--- config.mk ---
export PLATFORM = sky130hd
export DESIGN_NAME = pid_move_seq
export DESIGN_NICKNAME = d
export VERILOG_FILES = /design/src/rtl/pid_move_seq.sv
export SDC_FILE = /design/constraint.sdc
export NUM_CORES = 1
export LEC_CHECK = 0
export ABC_AREA = 1
export ABC_CLOCK_PERIOD_IN_PS = 2200
export BUFFER_PORTS_ARGS = -buffer_cell sky130_fd_sc_hd__buf_2
export CORE_AREA = 2 2 84 86
export CTS_CLUSTER_DIAMETER = 80
export CTS_CLUSTER_SIZE = 24
export DETAILED_ROUTE_END_ITERATION = 16
export DIE_AREA = 0 0 86 88
export GPL_TIMING_DRIVEN = 0
export PLACE_DENSITY = 0.73
export SKIP_CTS_REPAIR_TIMING = 1
export SYNTH_ARGS = -nofsm -noshare
export SYNTH_HDL_FRONTEND = slang
export SYNTH_SLANG_ARGS = --single-unit
--- constraint.sdc ---
create_clock -name clk -period 2.2 [get_ports clk]
set_clock_uncertainty 0.1 [all_clocks]
set_input_delay 0.11 -clock clk [delete_from_list [all_inputs] [get_ports clk]]
set_output_delay 0.11 -clock clk [all_outputs]
set_load 0.005 [all_outputs]
--- src/rtl/pid_move_seq.sv ---
// Heading-aligned move sequencer: align, ramp forward speed up, count line crossings, ramp down.
// All outputs are registered, one cycle after their inputs. There is no backpressure, and start is dropped while busy.
module pid_move_seq #(
    parameter bit          FAST_SIM  = 1'b1,
    parameter logic [9:0]  MAX_SPD   = 10'h300,
    parameter logic [11:0] ALIGN_THR = 12'h02C
) (
    input  logic        clk,
    input  logic        rst,
    input  logic        start,
    input  logic [11:0] des_hdg,
    input  logic [2:0]  num_sq,
    input  logic [11:0] heading,
    input  logic        heading_rdy,
    input  logic        cntrIR,
    output logic        moving,
    output logic        err_vld,
    output logic [11:0] error,
    output logic [9:0]  frwrd,
    output logic        busy,
    output logic        done
);

    localparam logic [9:0]  INC     = FAST_SIM ? 10'h020 : 10'h004;
    localparam logic [10:0] DEC     = {INC, 1'b0};
    localparam logic [12:0] THR_POS = {1'b0, ALIGN_THR};

    typedef enum logic [2:0] {IDLE, ALIGN, RAMP_UP, RAMP_DN, DONE} state_t;

    state_t      state, state_nxt;
    logic [11:0] des_hdg_reg;
    logic [2:0]  num_sq_reg;
    logic [3:0]  line_cnt, line_cnt_nxt;
    logic [9:0]  frwrd_nxt;
    logic [10:0] up_sum;
    logic [9:0]  up_spd, dn_spd;
    logic [12:0] err_ext;
    logic        aligned;
    logic        mov_nxt;
    logic [11:0] des_sel;

    assign up_sum  = {1'b0, frwrd} + {1'b0, INC};
    assign up_spd  = (up_sum > {1'b0, MAX_SPD}) ? MAX_SPD : up_sum[9:0];
    assign dn_spd  = ({1'b0, frwrd} > DEC) ? (frwrd - DEC[9:0]) : 10'h000;
    assign err_ext = {error[11], error};
    assign aligned = ($signed(err_ext) < $signed(THR_POS)) && ($signed(err_ext) > -$signed(THR_POS));
    // The capture cycle must already measure against the new heading.
    assign des_sel = (state == IDLE) ? des_hdg : des_hdg_reg;
    assign mov_nxt = (state_nxt == ALIGN) || (state_nxt == RAMP_UP) || (state_nxt == RAMP_DN);

    always_comb begin
        state_nxt    = state;
        frwrd_nxt    = frwrd;
        line_cnt_nxt = line_cnt;
        case (state)
            IDLE: begin
                frwrd_nxt = 10'h000;
                if (start) begin
                    state_nxt    = ALIGN;
                    line_cnt_nxt = 4'h0;
                end
            end
            ALIGN: begin
                frwrd_nxt = 10'h000;
                if (err_vld && aligned)
                    state_nxt = (num_sq_reg == 3'd0) ? RAMP_DN : RAMP_UP;
            end
            RAMP_UP: begin
                if (cntrIR && (line_cnt != 4'hF))
                    line_cnt_nxt = line_cnt + 4'h1;
                if (heading_rdy)
                    frwrd_nxt = up_spd;
                // Post-increment count lets the crossing and the speed step land together.
                if (line_cnt_nxt == {num_sq_reg, 1'b0})
                    state_nxt = RAMP_DN;
            end
            RAMP_DN: begin
                if (heading_rdy) begin
                    if (frwrd == 10'h000)
                        state_nxt = DONE;
                    else
                        frwrd_nxt = dn_spd;
                end
            end
            DONE: begin
                state_nxt = IDLE;
                frwrd_nxt = 10'h000;
            end
            default: begin
                state_nxt = IDLE;
                frwrd_nxt = 10'h000;
            end
        endcase
    end

    always_ff @(posedge clk) begin
        if (rst) begin
            state       <= IDLE;
            frwrd       <= 10'h000;
            line_cnt    <= 4'h0;
            des_hdg_reg <= 12'h000;
            num_sq_reg  <= 3'd0;
            moving      <= 1'b0;
            busy        <= 1'b0;
            done        <= 1'b0;
            err_vld     <= 1'b0;
            error       <= 12'h000;
        end else begin
            state    <= state_nxt;
            frwrd    <= frwrd_nxt;
            line_cnt <= line_cnt_nxt;
            if ((state == IDLE) && start) begin
                des_hdg_reg <= des_hdg;
                num_sq_reg  <= num_sq;
            end
            moving  <= mov_nxt;
            busy    <= (state_nxt != IDLE);
            done    <= (state_nxt == DONE);
            err_vld <= heading_rdy && mov_nxt;
            if (heading_rdy && mov_nxt)
                error <= heading - des_sel;
        end
    end

endmodule

==> impl_metrics.xml, run 1 <==
<?xml version="1.0" encoding="UTF-8"?>
<metrics>
  <group name="status">
    <metric name="outcome" unit="">complete, but fails checks</metric>
    <metric name="failed_checks" unit="">negative hold slack, negative setup slack</metric>
  </group>
  <group name="placement">
    <metric name="gpl.final_weighted_congestion" unit="">0.9215</metric>
    <metric name="placedCellCount" unit="">568</metric>
    <metric name="port_buffers" unit="">50</metric>
    <metric name="dp_hpwl" unit="mm">5.402</metric>
    <metric name="placed_area" unit="µm²">3286</metric>
  </group>
  <group name="finish">
    <metric name="mostFrequentLayoutCells" unit="">sky130_fd_sc_hd__nand2_1 (75), sky130_fd_sc_hd__buf_2 (52), sky130_fd_sc_hd__inv_1 (51)</metric>
    <metric name="layout_stage_area_growth_over_the_synthesis_result" unit="%">31.18</metric>
    <metric name="mostFrequentLayoutCell" unit="">sky130_fd_sc_hd__nand2_1</metric>
    <metric name="nFillCells" unit="">638</metric>
    <metric name="final_core_utilization" unit="%">57.04</metric>
    <metric name="drive_gt1_share" unit="%">29.94</metric>
    <metric name="finish.instance_area" unit="µm²">3790</metric>
    <metric name="n_antenna_cell" unit="">0</metric>
    <metric name="final_nets" unit="">560</metric>
    <metric name="final_cells" unit="">591</metric>
  </group>
  <group name="clocking">
    <metric name="clock_tree_from_tritoncts" unit="">done</metric>
    <metric name="register_clock_pin_slew_on_the_reported_worst_setup_and_hold_paths" unit="ns">0.09</metric>
    <metric name="cts-buffers-inserted" unit="">5</metric>
    <metric name="clock-root-buffer" unit="">sky130_fd_sc_hd__clkbuf_8</metric>
    <metric name="cts_max_path_buffers" unit="">2</metric>
    <metric name="cts-htree-levels" unit="">2</metric>
    <metric name="clk-insertion-delay-late" unit="ns">0.30</metric>
    <metric name="tritoncts_num_sinks" unit="">43</metric>
  </group>
  <group name="critical_path">
    <metric name="worst_setup_path_endpoint" unit="">error[11]</metric>
    <metric name="critPathRequiredTime" unit="ns">2.30</metric>
    <metric name="crit_path_end_kind" unit="">flip-flop</metric>
    <metric name="worst_setup_path_startpoint" unit="">state[2]</metric>
    <metric name="worstRegToRegCells" unit="">17</metric>
    <metric name="critical_path_depth" unit="">17</metric>
    <metric name="endpoint_of_the_most_critical_register_to_register_path" unit="">error[11]</metric>
    <metric name="timing.critical_path.fanout_max" unit="">6</metric>
    <metric name="timing.critical_path.from_type" unit="">flip-flop</metric>
    <metric name="critical_path_arrival" unit="ns">2.49</metric>
    <metric name="r2r_slack" unit="ns">-0.19</metric>
    <metric name="crit_family" unit="">simple AND/OR/NAND/NOR gates</metric>
    <metric name="worst_path_max_delay_cell" unit="">sky130_fd_sc_hd__ha_1</metric>
    <metric name="regToRegStartpoint" unit="">state[2]</metric>
    <metric name="crit_type" unit="">reg2reg</metric>
    <metric name="crit_path_max_incr_delay" unit="ns">0.35</metric>
    <metric name="critical_path.cell_chain" unit="">inv_2, nand3_4, buf_8, nand2_4, o21ai_2, ha_1, nand2_2, inv_2, nand3_2, nor3_2, nand2_1, o211ai_1, nor2_1, nor2_2, nand3_1, nand2_1, nor2_1</metric>
    <metric name="worstPathBufferInverterCount" unit="">3</metric>
  </group>
  <group name="yosys">
    <metric name="syn-instance-count" unit="">434</metric>
    <metric name="netlist_top_cells_area" unit="">sky130_fd_sc_hd__dfxtp_1 (30%), sky130_fd_sc_hd__nand2_1 (12%), sky130_fd_sc_hd__a21oi_1 (8.1%)</metric>
    <metric name="synthesis.yosys.warnings" unit="">0</metric>
    <metric name="seq_area_frac_synth" unit="%">29.80</metric>
    <metric name="synth.largest_area_cell" unit="">sky130_fd_sc_hd__dfxtp_1</metric>
    <metric name="synth_cell_types" unit="">32</metric>
    <metric name="synth_top_area_share" unit="%">29.80</metric>
    <metric name="syn_avg_cell_area" unit="µm²">6.657</metric>
    <metric name="flip_flop_and_latch_count_after_synthesis" unit="">43</metric>
    <metric name="mappedNetlistArea" unit="µm²">2889</metric>
  </group>
  <group name="global_routing">
    <metric name="first_pass_grt_wire_length" unit="mm">11.30</metric>
    <metric name="antenna_violations_before_repair" unit="">0</metric>
    <metric name="via_count_of_the_first_global_routing_pass" unit="">2604</metric>
    <metric name="track_usage" unit="%">18.40</metric>
    <metric name="remaining_global_route_overflow" unit="">0</metric>
    <metric name="largest_net_degree_at_the_start_of_global_routing" unit="">14</metric>
  </group>
  <group name="floorplanning">
    <metric name="boundaryPins" unit="">58</metric>
    <metric name="design.core.area" unit="µm²">6644</metric>
    <metric name="floorplan.die.height" unit="µm">88</metric>
    <metric name="placementRows" unit="">30</metric>
    <metric name="initial_core_util" unit="%">43.48</metric>
    <metric name="die_w" unit="µm">86</metric>
    <metric name="floorplan.die_area" unit="µm²">7568</metric>
  </group>
  <group name="timing">
    <metric name="timing.max_slew.rel_slack" unit="%">53.76</metric>
    <metric name="final_hold_viol_count" unit="">1</metric>
    <metric name="worst_slack_on_hold_paths" unit="ns">-0.006051</metric>
    <metric name="finalMaxSlewViolations" unit="">0</metric>
    <metric name="grt_setup_unrepaired" unit="">yes</metric>
    <metric name="layout_worst_path_cycle_share" unit="%">108.7</metric>
    <metric name="report.final.setup_viol" unit="">8</metric>
    <metric name="postLayoutSetupSlackWorst" unit="ns">-0.1905</metric>
    <metric name="worst_slew_pin_tran" unit="ns">0.6864</metric>
    <metric name="final_period_minus_worst_setup_slack" unit="ns">2.391</metric>
    <metric name="max_freq" unit="GHz">0.4183</metric>
  </group>
  <group name="route">
    <metric name="route.antenna.remaining_nets" unit="">0</metric>
    <metric name="drc" unit="">0</metric>
    <metric name="detail_route.first_pass.iterations" unit="">4</metric>
    <metric name="routed_via_density" unit="">5.066</metric>
    <metric name="num_vias" unit="">2994</metric>
    <metric name="detail_route.iter0.violations" unit="">169</metric>
    <metric name="wirelength" unit="mm">7.754</metric>
    <metric name="drt-wirelength-per-cell" unit="µm">13.12</metric>
  </group>
  <group name="power">
    <metric name="p_leak" unit="nW">1.731</metric>
    <metric name="power-per-cell-area" unit="nW/µm²">648.6</metric>
    <metric name="max-vdd-ir-drop" unit="mV">0.3561</metric>
    <metric name="report.power.total" unit="W">0.002458</metric>
  </group>
  <group name="flow_run">
    <metric name="timing.max_cap.violations" unit="">0</metric>
  </group>
  <group name="hold_path">
    <metric name="hold_path.class" unit="">in2reg</metric>
  </group>
</metrics>
==> logic make-up after synthesis <==
group	share of synthesized area, %
flip-flops	29.80
other	0.1298
AO/OA/AOI/OAI	17.93
AND/OR/NAND/NOR	28.06
adder cells (fa/ha/maj)	8.055
XOR/XNOR	4.244
buffers and inverters	11.78
==> area by class of cell <==
cell class / count / area (µm²) / share of cell area, %
buffer: 20 / 137.6 / 3.632
clock buffer: 6 / 72.57 / 1.915
tap: 80 / 100.1 / 2.641
multi-input combinational: 316 / 1991 / 52.53
clock inverter: 2 / 12.51 / 0.3301
timing repair buffer: 65 / 384.1 / 10.14
sequential: 43 / 870.8 / 22.98
inverter: 59 / 221.5 / 5.844
==> stage by stage <==
| step | setup slack, ns | TNS (ns) |
|---|---|---|
| after global placement | -0.2825 | -1.590 |
| after detailed placement | -0.3184 | -1.712 |
| after CTS | -0.3463 | -1.906 |
| final | -0.1905 | -0.7922 |
| after global routing | -0.2914 | -1.916 |
| after floorplan | 0.001912 | 0 |
==> report_power, final <==
part / switching [W] / internal, W
Clock: 0.000289 / 0.000223
Combinational: 0.000591 / 0.000468
Sequential: 0.0000414 / 0.000845
==> per-layer routing <==
metal  up-vias  wire [µm]  part of all wire [%]  GRT usage (%)
li1       1554          -                     -              -
met1      1361       3608                    47          24.83
met2        69       3662                    47          30.58
met3        10        354                   4.6          3.393
met4         0        128                   1.7          4.329
met5         -          0                     0              0
==> worst min path at each step <==
stage	startpoint	end	slack (ns)	cells after the start
2_1_floorplan	des_hdg[0]	des_hdg_reg[0]	0.19	2
3_3_place_gp	num_sq[1]	num_sq_reg[1]	0.30	3
3_5_place_dp	num_sq[0]	num_sq_reg[0]	0.30	3
4_1_cts	num_sq[0]	num_sq_reg[0]	-0.009	3
5_1_grt	des_hdg[9]	des_hdg_reg[9]	0.02	3
6_report	num_sq[0]	num_sq_reg[0]	-0.006	3
==> worst reg2reg max path, stage by stage, from the launching register on <==
cell,delay [ns]
sky130_fd_sc_hd__dfxtp_2,0.33
sky130_fd_sc_hd__inv_2,0.07
sky130_fd_sc_hd__nand3_4,0.15
sky130_fd_sc_hd__buf_8,0.19
sky130_fd_sc_hd__nand2_4,0.05
sky130_fd_sc_hd__o21ai_2,0.05
sky130_fd_sc_hd__ha_1,0.35
sky130_fd_sc_hd__nand2_2,0.08
sky130_fd_sc_hd__inv_2,0.07
sky130_fd_sc_hd__nand3_2,0.08
sky130_fd_sc_hd__nor3_2,0.15
sky130_fd_sc_hd__nand2_1,0.07
sky130_fd_sc_hd__o211ai_1,0.13
sky130_fd_sc_hd__nor2_1,0.11
sky130_fd_sc_hd__nor2_2,0.10
sky130_fd_sc_hd__nand3_1,0.10
sky130_fd_sc_hd__nand2_1,0.08
sky130_fd_sc_hd__nor2_1,0.04
==> synth_stat cells, drive strengths merged <==
library cell and n:
a211oi 3, a21boi 1, a21o 3, a21oi 48, a31oi 1, buf 12
clkbuf 8, conb 1, dfxtp 43, fa 1, ha 17, inv 59
nand2 91, nand3 45, nand4 3, nor2 38, nor3 5, o211ai 1
o21ai 37, o21bai 2, o31ai 1, xnor2 5, xor2 9
(Power assumes the default switching activity.)
==> run 2, diff against run 1 <==
--- a/config.mk
+++ b/config.mk
@@ -5,16 +5,15 @@
 export SDC_FILE = /design/constraint.sdc
 export NUM_CORES = 1
 export LEC_CHECK = 0
-export ABC_AREA = 1
 export ABC_CLOCK_PERIOD_IN_PS = 2200
 export BUFFER_PORTS_ARGS = -buffer_cell sky130_fd_sc_hd__buf_2
-export CORE_AREA = 2 2 84 86
+export CORE_AREA = 2 2 86 88
 export CTS_CLUSTER_DIAMETER = 80
 export CTS_CLUSTER_SIZE = 24
 export DETAILED_ROUTE_END_ITERATION = 16
-export DIE_AREA = 0 0 86 88
+export DIE_AREA = 0 0 88 90
 export GPL_TIMING_DRIVEN = 0
-export PLACE_DENSITY = 0.73
+export PLACE_DENSITY = 0.68
 export SKIP_CTS_REPAIR_TIMING = 1
 export SYNTH_ARGS = -nofsm -noshare
 export SYNTH_HDL_FRONTEND = slang
==> run 2 against run 1 <==
The flow still finishes with violations (negative hold slack, negative setup slack). Power decreased by 5.7%. Final area increased by 1.2%. Critical path type unchanged. Highest routed layer unchanged. Global-route usage decreased by 1.3 points. Fmax decreased by 20%. Routed wire length decreased by 3.0%.
==> impl_metrics.xml, run 2 <==
<?xml version="1.0" encoding="UTF-8"?>
<metrics>
  <group name="route">
    <metric name="detail_route.first_pass.iterations" unit="">4</metric>
    <metric name="detail_route.iter0.violations" unit="">112</metric>
    <metric name="num_vias" unit="">2723</metric>
    <metric name="routed_via_density" unit="">5.157</metric>
    <metric name="drt-wirelength-per-cell" unit="µm">14.24</metric>
    <metric name="wirelength" unit="mm">7.518</metric>
    <metric name="route.antenna.remaining_nets" unit="">0</metric>
    <metric name="drc" unit="">0</metric>
  </group>
  <group name="global_routing">
    <metric name="remaining_global_route_overflow" unit="">0</metric>
    <metric name="antenna_violations_before_repair" unit="">0</metric>
    <metric name="first_pass_grt_wire_length" unit="mm">11.02</metric>
    <metric name="via_count_of_the_first_global_routing_pass" unit="">2377</metric>
    <metric name="track_usage" unit="%">17.14</metric>
    <metric name="largest_net_degree_at_the_start_of_global_routing" unit="">14</metric>
  </group>
  <group name="finish">
    <metric name="nFillCells" unit="">643</metric>
    <metric name="mostFrequentLayoutCell" unit="">sky130_fd_sc_hd__buf_2</metric>
    <metric name="layout_stage_area_growth_over_the_synthesis_result" unit="%">40.08</metric>
    <metric name="multiInputGateArea" unit="µm²">1957</metric>
    <metric name="n_antenna_cell" unit="">0</metric>
    <metric name="final_cells" unit="">528</metric>
    <metric name="mostFrequentLayoutCells" unit="">sky130_fd_sc_hd__buf_2 (51), sky130_fd_sc_hd__nand2_1 (44), sky130_fd_sc_hd__dfxtp_1 (36)</metric>
    <metric name="final-seq-area" unit="µm²">874.6</metric>
    <metric name="drive_gt1_share" unit="%">33.57</metric>
    <metric name="final_nets" unit="">478</metric>
  </group>
  <group name="timing">
    <metric name="final_period_minus_worst_setup_slack" unit="ns">2.989</metric>
    <metric name="report.final.setup_viol" unit="">12</metric>
    <metric name="final_hold_viol_count" unit="">1</metric>
    <metric name="timing.max_slew.rel_slack" unit="%">61.30</metric>
    <metric name="layout_worst_path_cycle_share" unit="%">135.9</metric>
    <metric name="worst_slew_pin_tran" unit="ns">0.5805</metric>
    <metric name="tns" unit="ns">-5.157</metric>
    <metric name="grt_setup_unrepaired" unit="">yes</metric>
    <metric name="finalMaxSlewViolations" unit="">0</metric>
    <metric name="postLayoutSetupSlackWorst" unit="ns">-0.7892</metric>
    <metric name="max_freq" unit="GHz">0.3345</metric>
    <metric name="worst_slack_on_hold_paths" unit="ns">-0.02038</metric>
  </group>
  <group name="yosys">
    <metric name="synth_top_family_by_area" unit="">compound AO/OA/AOI/OAI gates</metric>
    <metric name="netlist_top_cells_area" unit="">sky130_fd_sc_hd__dfxtp_1 (31%), sky130_fd_sc_hd__ha_1 (7.8%), sky130_fd_sc_hd__mux2i_1 (7.3%)</metric>
    <metric name="synthesis.yosys.warnings" unit="">0</metric>
    <metric name="synth_async_sr_flop_share" unit="%">0</metric>
    <metric name="post_synth_simple_gate_area" unit="%">21.02</metric>
    <metric name="synth-adder-area-share" unit="%">8.501</metric>
    <metric name="seq_area_frac_synth" unit="%">31.44</metric>
    <metric name="synth.largest_area_cell" unit="">sky130_fd_sc_hd__dfxtp_1</metric>
    <metric name="synth_compound_gate_area_share" unit="%">22.12</metric>
    <metric name="flip_flop_and_latch_count_after_synthesis" unit="">43</metric>
    <metric name="syn_avg_cell_area" unit="µm²">8.246</metric>
    <metric name="xor_xnor_portion_of_the_synthesized_cell_area" unit="%">3.519</metric>
    <metric name="synth_cell_types" unit="">57</metric>
    <metric name="synth_edf_count" unit="">0</metric>
    <metric name="yosysMostFrequentCell" unit="">sky130_fd_sc_hd__nand2_1</metric>
    <metric name="synth_top_flop_cell" unit="">sky130_fd_sc_hd__dfxtp_1</metric>
    <metric name="synth.cells.most_frequent" unit="">sky130_fd_sc_hd__nand2_1 (44), sky130_fd_sc_hd__dfxtp_1 (43), sky130_fd_sc_hd__nor2_1 (29)</metric>
    <metric name="multiplexer_area_fraction_after_synthesis" unit="%">7.724</metric>
    <metric name="synth_top_area_share" unit="%">31.44</metric>
    <metric name="syn-instance-count" unit="">332</metric>
    <metric name="mappedNetlistArea" unit="µm²">2738</metric>
  </group>
  <group name="clocking">
    <metric name="register_clock_pin_slew_on_the_reported_worst_setup_and_hold_paths" unit="ns">0.09</metric>
    <metric name="tritoncts_num_sinks" unit="">43</metric>
    <metric name="cts-htree-levels" unit="">2</metric>
    <metric name="cts_max_path_buffers" unit="">2</metric>
    <metric name="clock-root-buffer" unit="">sky130_fd_sc_hd__clkbuf_8</metric>
    <metric name="cts-buffers-inserted" unit="">5</metric>
    <metric name="clock_tree_from_tritoncts" unit="">done</metric>
    <metric name="clk-insertion-delay-late" unit="ns">0.29</metric>
  </group>
  <group name="status">
    <metric name="outcome" unit="">complete, but fails checks</metric>
    <metric name="failed_checks" unit="">negative hold slack, negative setup slack</metric>
  </group>
  <group name="placement">
    <metric name="placedCellCount" unit="">485</metric>
    <metric name="gpl.final_weighted_congestion" unit="">0.8583</metric>
    <metric name="dp_hpwl" unit="mm">5.174</metric>
    <metric name="port_buffers" unit="">50</metric>
  </group>
  <group name="critical_path">
    <metric name="crit_type" unit="">reg2reg</metric>
    <metric name="critical_path.cell_chain" unit="">buf_8, nor3_4, buf_8, mux2i_2, ha_1, o21ai_0, a21oi_2, o221a_4, o21a_1, o21ai_2, nand3_1, a41o_2</metric>
    <metric name="crit_path_end_kind" unit="">flip-flop</metric>
    <metric name="worst_path_max_delay_cell" unit="">sky130_fd_sc_hd__ha_1</metric>
    <metric name="crit_family" unit="">compound AO/OA/AOI/OAI gates</metric>
    <metric name="worstPathBufferInverterCount" unit="">2</metric>
    <metric name="timing.critical_path.fanout_max" unit="">5</metric>
    <metric name="critical_path_arrival" unit="ns">3.08</metric>
    <metric name="crit_path_frequent_cell" unit="">sky130_fd_sc_hd__buf_8</metric>
    <metric name="critPathRequiredTime" unit="ns">2.29</metric>
    <metric name="crit_path_max_incr_delay" unit="ns">0.34</metric>
    <metric name="timing.critical_path.from_type" unit="">flip-flop</metric>
  </group>
  <group name="floorplanning">
    <metric name="design.core.area" unit="µm²">7020</metric>
    <metric name="floorplan.die_area" unit="µm²">7920</metric>
    <metric name="placementRows" unit="">31</metric>
    <metric name="boundaryPins" unit="">58</metric>
    <metric name="floorplan.die.height" unit="µm">90</metric>
    <metric name="die_w" unit="µm">88</metric>
    <metric name="initial_core_util" unit="%">38.99</metric>
  </group>
  <group name="power">
    <metric name="max-vdd-ir-drop" unit="mV">0.3509</metric>
    <metric name="p_leak" unit="nW">1.621</metric>
    <metric name="power-per-cell-area" unit="nW/µm²">604.5</metric>
    <metric name="report.power.total" unit="W">0.002318</metric>
  </group>
  <group name="flow_run">
    <metric name="timing.max_cap.violations" unit="">0</metric>
  </group>
  <group name="hold_path">
    <metric name="hold_path.class" unit="">in2reg</metric>
  </group>
</metrics>
-- run 2: changes by cell type in the layout (fill, tap and decap cells not counted), sizes merged, moves of 5 or more --
cell / before / now
nor2: 38 / 29
mux2i: 0 / 20
nor2b: 0 / 5
inv: 59 / 11
nand3: 45 / 8
dlygate4sd3: 0 / 14
nand2: 91 / 44
a21oi: 48 / 27
nand2b: 0 / 7
xor2: 9 / 2
o21ai: 37 / 19
-- run 2: worst reg2reg max path, delay by kind of cell (launching register included) --
kind                       cells  cell delay (ns)
AOI/OAI and AO/OA              6             1.09
buffers and inverters          2             0.31
muxes                          1             0.33
DFF                            1             0.33
and+or+nand+nor                2             0.41
adders and majority gates      1             0.34
-- run 2: kinds of logic (layout without fill, tap and decap cells) --
family	count (synthesis)	after routing
AO/OA/AOI/OAI	86	86
XOR/XNOR	11	11
adder cells (fa/ha/maj)	18	18
buffers and inverters	31	124
flip-flops	43	43
multiplexers	21	21
other	1	5
AND/OR/NAND/NOR	121	121
-- run 2: layout make-up --
type | count | area share, %
clock buffers | 6 | 2.153
inverters | 11 | 1.077
well taps | 99 | 3.230
flip-flops and latches | 43 | 22.81
plain buffers | 20 | 3.622
multi-input cells | 262 | 51.03
clock inverters | 2 | 0.9135
repair buffers | 85 | 15.17
-- run 2: metrics by stage --
stage	setup WS (ns)	cell area [µm²]	util (%)	hold WS, ns
finish	-0.7892	3835	54.62	-0.02038
global route	-0.8580	3835	54.62	0.005371
CTS	-0.9260	3302	47.03	-0.05390
detailed placement	-0.9040	3184	45.36	0.2611
global placement	-0.9104	3184	45.36	0.2559
floorplan	-0.4771	2810	-	0.1460
-- run 2: layer usage --
metal / up-vias / GRT usage, % / share of wire (%)
met2: 63 / 27.71 / 49
met3: 16 / 3.489 / 4.9
met1: 1272 / 23.14 / 44
met4: 0 / 4.231 / 2.1
li1: 1372 / - / -
met5: - / 0 / 0
-- run 2: path summary, 6_finish.rpt --
path                            slack, ns            from  cells past startpoint        endpoint
worst min-delay path                -0.02      des_hdg[4]                      3  des_hdg_reg[4]
worst max register to register      -0.79        state[0]                     12        error[9]
worst max-delay path                -0.79        state[0]                     12        error[9]
worst min register to register       0.36  des_hdg_reg[9]                      2  des_hdg_reg[9]
-- run 2: power breakdown --
group	switching [W]	internal, W	leakage (nW)
sequential	0.0000583	0.000835	0.355
clock	0.000277	0.000368	0.0612
combinational	0.000374	0.000406	1.20
total	0.000709	0.00161	1.62
